File: config.mk
export PLATFORM = sky130hd
export DESIGN_NAME = uart_rx_fifo
export DESIGN_NICKNAME = d
export VERILOG_FILES = /design/src/rtl/uart_rx_fifo.sv
export SDC_FILE = /design/constraint.sdc
export NUM_CORES = 1
export LEC_CHECK = 0
export CAP_MARGIN = 20
export CORE_UTILIZATION = 45
export CTS_CLUSTER_SIZE = 20
export DETAILED_ROUTE_END_ITERATION = 16
export HOLD_SLACK_MARGIN = 0.03
export PLACE_DENSITY_LB_ADDON = 0.05
export SLEW_MARGIN = 0
export SYNTH_ARGS = -nofsm -noshare
export SYNTH_HDL_FRONTEND = slang
export SYNTH_SLANG_ARGS = --single-unit
File: constraint.sdc
create_clock -name clk -period 3.81 [get_ports clk]
set_input_delay 0.9525 -clock clk [delete_from_list [all_inputs] [get_ports clk]]
set_output_delay 0.9525 -clock clk [all_outputs]
set_load 0.005 [all_outputs]
File: src/rtl/uart_rx_fifo.sv
// 8N1 UART receiver with a first-word-fall-through receive FIFO.
// Sticky framing/overrun flags; bytes are popped via a valid/ready interface.
module uart_rx_fifo #(
    parameter int CLOCK_FREQ = 100_000_000,
    parameter int BAUD_RATE  = 115200,
    parameter int FIFO_DEPTH = 16
) (
    input  logic                          clk,
    input  logic                          rst,
    input  logic                          rx,
    output logic [7:0]                    rd_data,
    output logic                          rd_valid,
    input  logic                          rd_ready,
    output logic [$clog2(FIFO_DEPTH):0]   fifo_count,
    output logic                          frame_err,
    output logic                          overrun,
    input  logic                          err_clear
);

    localparam int CLKS_PER_BIT = CLOCK_FREQ / BAUD_RATE;
    localparam int CNT_W        = $clog2(CLKS_PER_BIT);
    localparam int AW           = $clog2(FIFO_DEPTH);
    localparam int CW           = AW + 1;
    localparam logic [CNT_W-1:0] HALF = CNT_W'(CLKS_PER_BIT / 2 - 1);
    localparam logic [CNT_W-1:0] FULL = CNT_W'(CLKS_PER_BIT - 1);

    typedef enum logic [2:0] {
        IDLE, START, DATA, STOP, WAIT_IDLE
    } state_t;

    state_t           state_q, state_d;
    logic [CNT_W-1:0] cnt_q, cnt_d;
    logic [2:0]       bit_q, bit_d;
    logic [7:0]       sh_q, sh_d;
    logic             rx_m, rx_s;
    logic             push_req, ferr_set;

    logic [7:0]       mem [FIFO_DEPTH];
    logic [AW-1:0]    wr_ptr_q, rd_ptr_q;
    logic [CW-1:0]    count_q;
    logic             pop, push_ok, ovr_set;

    always_ff @(posedge clk) begin
        if (rst) begin
            rx_m <= 1'b1;
            rx_s <= 1'b1;
        end else begin
            rx_m <= rx;
            rx_s <= rx_m;
        end
    end

    always_ff @(posedge clk) begin
        if (rst) begin
            state_q <= IDLE;
            cnt_q   <= '0;
            bit_q   <= '0;
            sh_q    <= '0;
        end else begin
            state_q <= state_d;
            cnt_q   <= cnt_d;
            bit_q   <= bit_d;
            sh_q    <= sh_d;
        end
    end

    always_comb begin
        state_d  = state_q;
        cnt_d    = cnt_q + CNT_W'(1);
        bit_d    = bit_q;
        sh_d     = sh_q;
        push_req = 1'b0;
        ferr_set = 1'b0;
        unique case (state_q)
            IDLE: begin
                cnt_d = '0;
                if (!rx_s) state_d = START;
            end
            START: begin
                if (cnt_q == HALF) begin
                    cnt_d   = '0;
                    bit_d   = '0;
                    state_d = rx_s ? IDLE : DATA;
                end
            end
            DATA: begin
                if (cnt_q == FULL) begin
                    cnt_d = '0;
                    sh_d  = {rx_s, sh_q[7:1]};
                    bit_d = bit_q + 3'd1;
                    if (bit_q == 3'd7) state_d = STOP;
                end
            end
            STOP: begin
                if (cnt_q == FULL) begin
                    cnt_d = '0;
                    if (rx_s) begin
                        push_req = 1'b1;
                        state_d  = IDLE;
                    end else begin
                        ferr_set = 1'b1;
                        state_d  = WAIT_IDLE;
                    end
                end
            end
            WAIT_IDLE: begin
                cnt_d = '0;
                if (rx_s) state_d = IDLE;
            end
            default: begin
                cnt_d   = '0;
                state_d = IDLE;
            end
        endcase
    end

    // A pop in the same cycle frees the slot, so a full FIFO can still accept.
    assign rd_valid = (count_q != '0);
    assign pop      = rd_valid & rd_ready;
    assign push_ok  = push_req & ((count_q < CW'(FIFO_DEPTH)) | pop);
    assign ovr_set  = push_req & ~push_ok;

    always_ff @(posedge clk) begin
        if (push_ok) mem[wr_ptr_q] <= sh_q;
    end

    always_ff @(posedge clk) begin
        if (rst) begin
            wr_ptr_q <= '0;
            rd_ptr_q <= '0;
            count_q  <= '0;
        end else begin
            if (push_ok) wr_ptr_q <= wr_ptr_q + AW'(1);
            if (pop)     rd_ptr_q <= rd_ptr_q + AW'(1);
            unique case ({push_ok, pop})
                2'b10:   count_q <= count_q + CW'(1);
                2'b01:   count_q <= count_q - CW'(1);
                default: count_q <= count_q;
            endcase
        end
    end

    always_ff @(posedge clk) begin
        if (rst) begin
            frame_err <= 1'b0;
            overrun   <= 1'b0;
        end else begin
            if (ferr_set)       frame_err <= 1'b1;
            else if (err_clear) frame_err <= 1'b0;
            if (ovr_set)        overrun   <= 1'b1;
            else if (err_clear) overrun   <= 1'b0;
        end
    end

    assign rd_data    = rd_valid ? mem[rd_ptr_q] : 8'h00;
    assign fifo_count = count_q;

endmodule

* Word level (Yosys, flattened, before mapping) *
Memories as Yosys holds them, arrays and structs flattened. A register that Yosys moved wholly into a read port is not among the register bits.
Cells that the tools add are included.

storage, ports and cells
  register bits after elaboration = 41
  bits in writable memories = 128
  input port bits = 5
  memories kept = 1

memories
  memory  depth  width  rd ports  clocked after memory_dff  wr ports  RTL line  text
  mem     16     8      1         1                         1         38        logic [7:0] mem [FIFO_DEPTH];

operators by class
  add/sub/neg operators = 6
  order comparisons = 1
  eq/ne operators = 15
  muxes and demuxes = 30
  bitwise gates (word level) = 5
  reductions and logical operators = 10

operators with widths
  operator                 count
  $mux W3                  9
  $mux W10                 2
  $pmux W10 S2             1
  $pmux W3 S5              1
  $ne A2 B2 Y1 const B     6
  $mux W1                  11
  $add A10 B1 Y10 const B  1
  $eq A10 B10 Y1 const B   1
  $eq A10 B9 Y1 const B    1
  $pmux W5 S2              1
  $add A4 B1 Y4 const B    2
  $mux W4                  2
  $mux W8                  1
  $reduce_bool A2 Y1       4
  $eq A3 B2 Y1 const B     2
  $eq A3 B3 Y1 const B     2
  $pmux W3 S2              1
  $reduce_and A6 Y1        1
  $add A5 B1 Y5 const B    1
  $lt A5 B5 Y1 const B     1
  $reduce_bool A5 Y1       1
  $sub A5 B1 Y5 const B    1
  $add A3 B1 Y3 const B    1
  $and A1 B1 Y1            3
  10 further kinds         10

* Logic depth before layout (Yosys ltp) *
Gate-level depths: netlist of run 1.

  depth after elaboration = 7
  depth in mapped cells = 13

* Worst setup path after synthesis of run 1 *
No wires, ideal clock.

  kind = input-to-reg
  start point = input port rd_ready
  end point = register count_q[4] (netlist: fifo_count[4])
  setup time = 106 ps
  data arrival time = 3157 ps
  data required time = 3704 ps
  path slack = 547 ps
  stages = 12
  path buffers = 2
  cell sequence = or2b_2 -> and3_1 -> clkbuf_1 -> nand2_1 -> ha_1 -> clkbuf_1 -> xor2_1 -> ha_1 -> a21oi_1 -> a32oi_1 -> or4_1 -> o311ai_0

between the ends
  word-level cells in the longest chain between the ends = 5
  elaborated cells between the ends (all ways) = 7
  those cells by class = 2 x eq/ne; 1 x mux; 3 x bitwise; 1 x reduce/logical

RTL lines
  element                                            RTL line  text
  from (decl)                                        13        input logic rd_ready,
  $and A1 B1 Y1 (*)                                  119       assign pop = rd_valid & rd_ready;
  $or A1 B1 Y1                                       120       assign push_ok = push_req & ((count_q < CW'(FIFO_DEPTH)) | pop);
  $and A1 B1 Y1                                      120
  $eq A2 B1 Y1 or $eq A2 B2 Y1 (tied branches)       135       unique case ({push_ok, pop})
  $pmux W5 S2 or $reduce_bool A2 Y1 (tied branches)  --
  to (signal assigned)                               136       2'b10: count_q <= count_q + CW'(1);
  to (signal assigned)                               137       2'b01: count_q <= count_q - CW'(1);
  to (signal assigned)                               138       default: count_q <= count_q;
  to (decl)                                          40        logic [CW-1:0] count_q;

Every way passes the cells marked *; elsewhere a longest branch is shown, timed or not.
A chain may end at the register's enable or synchronous reset.

==> results.py, run 1 <==
metrics = {
    "floorplan": {
        "rows": 45,
        "pin_count": 21,
        "core-area_um2": 15400,
        "die_area_um2": 16600,
        "die_h_um": 129,
        "start_util_pct": 46.9,
        "die_w_um": 129,
    },
    "sta": {
        "slew_viol_final": 0,
        "worst_pin_slew_ns": 0.839,
        "hold_violations": 0,
        "rsz0062_at_grt": "no",
        "post-route-period-util_pct": 93.6,
        "hold_ws_ns": 0.412,
        "period_needed_ns": 3.56,
        "slew_headroom_pct": 44.1,
        "finalClockSkew_ns": 0.00625,
        "max_freq_mhz": 281,
        "setup_viol": 0,
        "tns_ns": 0,
    },
    "synthesis": {
        "synth-main-ff-cell": "edfxtp_1",
        "synth_common_cells": "128 x edfxtp_1, 47 x nor2_1, 45 x dfxtp_1",
        "synthArstFlopShare_pct": 0,
        "ys_top_cells_by_area": "edfxtp_1 53%, dfxtp_1 12%, mux4_2 10%",
        "synth_top_cell_area_share_pct": 53.1,
        "synth_edf_count": 128,
        "synthCells": 472,
        "syn_avg_cell_area_um2": 15.3,
        "synth_seq_area_share_pct": 65.5,
        "yosysWarnings": 0,
        "syn_area_um2": 7240,
        "synth_cell_type_count": 54,
        "synth_most_common_cell": "edfxtp_1",
        "synth_seq_cells": 173,
        "synth.largest_area_cell": "edfxtp_1",
        "synth_nets": 489,
    },
    "place": {
        "placed_area_um2": 7730,
        "hpwl_mm": 9.05,
        "gp_congestion": 0.770,
        "buffer_ports.inserted": 20,
    },
    "grt": {
        "grt_max_degree": 40,
        "grt_overflow": 0,
        "grt_pass1_wl_mm": 22.4,
        "antenna_found_initial": 0,
        "first_global_vias": 3982,
        "track_usage_pct": 18.9,
    },
    "routing": {
        "ant_nets": 0,
        "wl_mm": 14.1,
        "vias": 3896,
        "drc": 0,
        "viasPerCell": 5.33,
        "wire_per_inst_um": 19.3,
        "drt_iter0_drc": 298,
        "dr.pass1.iters": 4,
    },
    "setup_path": {
        "r2r_cells": 10,
        "cp.arrival_ns": 2.61,
        "worstSetupPathType": "reg2out",
        "required_ns": 2.86,
        "end_kind": "output pin",
        "path_max_fanout": 10,
        "worst_setup_path_start_kind": "flop",
    },
    "power_and_ir_drop": {
        "vdd_ir_drop_max_mv": 0.268,
        "leakage_nw": 2.68,
        "power.density_nw_per_um2": 442,
        "power_mw": 3.66,
    },
    "clock_network": {
        "path_clk_slew_ns": 0.06,
        "insertion_delay_ns": 0.42,
        "cts_buffer_depth": 2,
        "cts_buffers": 17,
        "tritoncts": "done",
        "h-tree-depth": 4,
        "cts_root_buffer": "clkbuf_16",
        "cts.sinks": 173,
    },
    "layout": {
        "design_area_um2": 8290,
        "area_growth_syn_to_layout_pct": 14.6,
        "drive_gt1_share_pct": 19.2,
        "n_antenna_cell": 0,
        "post-route-util_pct": 53.8,
        "fin_nets": 525,
    },
    "hold_path": {
        "holdCritPathClass": "reg2reg",
        "hold_depth": 1,
    },
    "job": {
        "cap_violations": 0,
    },
    "run_status": {
        "status": "finished clean",
    },
}
per-layer routing:
metal  global-route usage [%]  vias up  part of all wire (%)
met5                        0        -                     0
met4                     6.99        0                   1.2
met3                     3.78       11                   2.2
met2                     31.5       57                    50
met1                     24.6     1945                    47
li1                         -     1883                     -
critical path: stages, from the launching register on:
cell,delay [ns]
dfxtp_4,0.47
buf_4,0.26
mux4_2,0.52
a211oi_1,0.35
a211oi_1,0.10
clkdlybuf4s50_1,0.49
final timing paths:
path / start / end / slack (ns)
min reg2reg: rx_m / rx_s / 0.41
max: flop / rd_data[2] / 0.25
max reg2reg: fifo_count[1] / fifo_count[4] / 0.59
min: rx_m / rx_s / 0.41
report_power, final:
part           internal [mW]  switching, mW
registers               2.00        0.00332
logic                0.00900         0.0125
clock network          0.952          0.689
metrics by stage:
stage / setup WS (ns) / cells
final: 0.245 / 731
after global routing: 0.0567 / 731
after CTS: 0.0748 / 731
after detailed placement: 0.256 / 700
after global placement: 0.320 / 700
after floorplan: 0.547 / 472
placed cells by master (no fill, tap or decap), drive strengths merged, types with 3 or more instances in the layout:
| cell | netlist | routed |
|---|---|---|
| a211oi | 17 | 17 |
| a21oi | 9 | 9 |
| and3 | 3 | 3 |
| buf | 7 | 27 |
| clkbuf | 23 | 18 |
| clkdlybuf4s50 | 0 | 20 |
| clkinv | 0 | 8 |
| clkinvlp | 0 | 3 |
| dfxtp | 45 | 45 |
| edfxtp | 128 | 128 |
| ha | 12 | 12 |
| inv | 11 | 11 |
| mux2i | 21 | 21 |
| mux4 | 32 | 32 |
| nand2 | 10 | 10 |
| nand2b | 9 | 9 |
| nand3 | 14 | 14 |
| nand4 | 5 | 5 |
| nor2 | 47 | 47 |
| nor2b | 9 | 9 |
| nor3 | 7 | 7 |
| nor4b | 3 | 3 |
| o21ai | 5 | 5 |
| o31ai | 3 | 3 |
| or2 | 3 | 3 |
| or4 | 5 | 5 |
| xnor2 | 4 | 4 |
| xor2 | 11 | 11 |
registers in the layout, indices dropped and copies added, names as in the netlist, named ones only:
register	count
bit_q	3
cnt_q	10
fifo_count	5
frame_err	1
mem	128
overrun	1
rd_ptr_q	4
rx_m	1
rx_s	1
sh_q	8
state_q	3
wr_ptr_q	4
cell families (layout without fill, tap and decap cells):
group,count (synthesis),count (layout),synth area share [%]
adders and majority gates,12,12,2.07
and+or+nand+nor,129,129,9.75
muxes,54,54,13.0
buffers and inverters,41,89,3.11
DFF,173,173,65.5
AOI/OAI and AO/OA,48,48,4.68
xor gates and xnor gates,15,15,1.81
area by class of cell:
| class | count | area [um2] |
|---|---|---|
| Multi-Input combinational cell | 258 | 2270 |
| Sequential cell | 173 | 4750 |
| Inverter | 11 | 41.3 |
| Clock inverter | 13 | 126 |
| Fill cell | 1306 | 7130 |
| Timing Repair Buffer | 47 | 415 |
| Clock buffer | 18 | 429 |
| Tap cell | 211 | 264 |
what timing repair did:
action | 4_1_cts | 5_1_grt
hold buffers | 0 | 0
endpoints found under the setup margin | 0 | 6
setup buffers | 0 | 0
resized for setup | 0 | 1
Note: power is estimated with default switching activity, not from simulation.
==> run 2, diff against run 1 <==
--- a/config.mk
+++ b/config.mk
@@ -10,6 +10,7 @@
 export CTS_CLUSTER_SIZE = 20
 export DETAILED_ROUTE_END_ITERATION = 16
 export HOLD_SLACK_MARGIN = 0.03
+export MAX_ROUTING_LAYER = met4
 export PLACE_DENSITY_LB_ADDON = 0.05
 export SLEW_MARGIN = 0
 export SYNTH_ARGS = -nofsm -noshare
==> run 2 against run 1 <==
Against the previous run: via count is 0.95% higher; register-to-register slack hardly changed; flip-flop and latch count stayed put; setup slack worse by 0.046 ns; hold slack hardly changed.
==> results.py, run 2 (synthesis results as in run 1) <==
metrics = {
    "clock_network": {
        "cts_buffers": 17,
        "h-tree-depth": 4,
        "cts.sinks": 173,
        "tritoncts": "done",
        "cts_root_buffer": "clkbuf_16",
        "insertion_delay_ns": 0.42,
        "cts_buffer_depth": 2,
        "ctsHoldBuffers": 0,
        "path_clk_slew_ns": 0.06,
    },
    "sta": {
        "hold_ws_ns": 0.412,
        "post-route-period-util_pct": 94.8,
        "rsz0062_at_grt": "no",
        "tns_ns": 0,
        "setup_viol": 0,
        "finalClockSkew_ns": 0.00507,
        "period_needed_ns": 3.61,
        "worst_pin_slew_ns": 0.859,
        "fin_ws_ns": 0.200,
        "slew_headroom_pct": 42.7,
        "max_freq_mhz": 277,
        "slew_viol_final": 0,
        "hold_violations": 0,
    },
    "power_and_ir_drop": {
        "internal-power_mw": 2.96,
        "p_sw_share_pct": 19.3,
        "power_mw": 3.66,
        "clockPowerShare_pct": 44.8,
        "vdd_ir_drop_max_mv": 0.269,
        "p_sw_mw": 0.708,
        "power.density_nw_per_um2": 442,
        "leakage_nw": 2.68,
        "p_comb_share_pct": 0.6,
        "seqPwrFrac_pct": 54.6,
    },
    "grt": {
        "grt_max_degree": 40,
        "grt_overflow": 0,
        "antenna_found_initial": 0,
        "first_global_vias": 3973,
        "track_usage_pct": 19.5,
        "grt_pass1_wl_mm": 22.4,
    },
    "place": {
        "hpwl_mm": 9.05,
        "dpl_worst_slack_ns": 0.256,
        "gp_congestion": 0.780,
        "buffer_ports.inserted": 20,
    },
    "setup_path": {
        "required_ns": 2.86,
        "end_kind": "output pin",
        "path_max_fanout": 10,
        "timing.rr.start": "fifo_count[1]",
        "worst_setup_path_start_kind": "flop",
        "ff2ff_setup_slack_ns": 0.58,
        "cp.arrival_ns": 2.66,
        "r2r_cells": 10,
        "worstSetupPathType": "reg2out",
    },
    "hold_path": {
        "min_from": "rx_m",
        "hold_depth": 1,
        "holdCritPathClass": "reg2reg",
    },
    "routing": {
        "drt_iter0_drc": 300,
        "drc": 0,
        "wl_met3_um": 358,
        "met2_wirelength_mm": 7.01,
        "wire_per_inst_um": 19.3,
        "dr.pass1.iters": 4,
        "ant_nets": 0,
        "top_layer_used": "met4",
        "viasPerCell": 5.38,
        "wl_met1_mm": 6.55,
        "wl_mm": 14.1,
        "vias": 3933,
    },
    "job": {
        "cap_violations": 0,
    },
    "layout": {
        "area_growth_syn_to_layout_pct": 14.6,
        "largestRegisters": "mem (128), cnt_q (10), sh_q (8)",
        "post-route-util_pct": 53.8,
        "drive_gt1_share_pct": 19.2,
        "largest_reg_flops": 128,
        "mostFrequentLayoutCells": "128 x edfxtp_1, 47 x nor2_1, 44 x dfxtp_1",
        "fill_cells": 1306,
        "largest_register": "mem",
        "fin_nets": 525,
        "n_antenna_cell": 0,
        "mostFrequentLayoutCell": "edfxtp_1",
    },
    "floorplan": {
        "start_util_pct": 46.9,
        "core-area_um2": 15400,
        "pin_count": 21,
        "die_w_um": 129,
        "die_h_um": 129,
        "rows": 45,
        "die_area_um2": 16600,
    },
    "run_status": {
        "status": "finished clean",
    },
}
-- run 2: cell counts in the layout (fill, tap and decap cells not counted) --
Identical to the previous run, type by type.
-- run 2: final timing paths --
check,end
max reg2reg,fifo_count[4]
max,rd_data[2]
min reg2reg,rx_s
min,rx_s
-- run 2: worst max-delay path: stages, from the launching register on --
cell	delay [ns]
dfxtp_4	0.47
buf_4	0.26
mux4_2	0.53
a211oi_1	0.39
a211oi_1	0.10
clkdlybuf4s50_1	0.49
-- run 2: final cells by class --
class,instances,area [um2],area share (%)
Clock inverter,13,126,1.52
Tap cell,211,264,3.18
Sequential cell,173,4750,57.3
Inverter,11,41.3,0.498
Timing Repair Buffer,47,415,5.01
Multi-Input combinational cell,258,2270,27.4
Clock buffer,18,429,5.18
-- run 2: stage by stage --
| step | std cells | instance area (um2) |
|---|---|---|
| after global routing | 731 | 8290 |
| after CTS | 731 | 8290 |
| after global placement | 700 | 7730 |
| final | 731 | 8290 |
| after detailed placement | 700 | 7730 |
| after floorplan | 472 | 7240 |
-- run 2: timing repair --
action	4_1_cts	5_1_grt
setup buffers	0	0
endpoints found under the setup margin	0	6
gates resized for setup	0	1
-- run 2: per-layer routing --
metal / GRT usage [%] / vias to the layer above
met5: - / -
met4: 6.99 / 0
met3: 3.62 / 14
met2: 31.4 / 54
met1: 24.9 / 1974
li1: - / 1891
-- run 2: power groups by stage --
stage               Clock [mW]  Sequential [mW]  Combinational (mW)
floorplan                    0             2.04              0.0176
global placement             0             2.04              0.0213
global route              1.75             2.00              0.0240
finish                    1.64             2.00              0.0215
CTS                       1.68             2.00              0.0215
detailed placement           0             2.04              0.0214
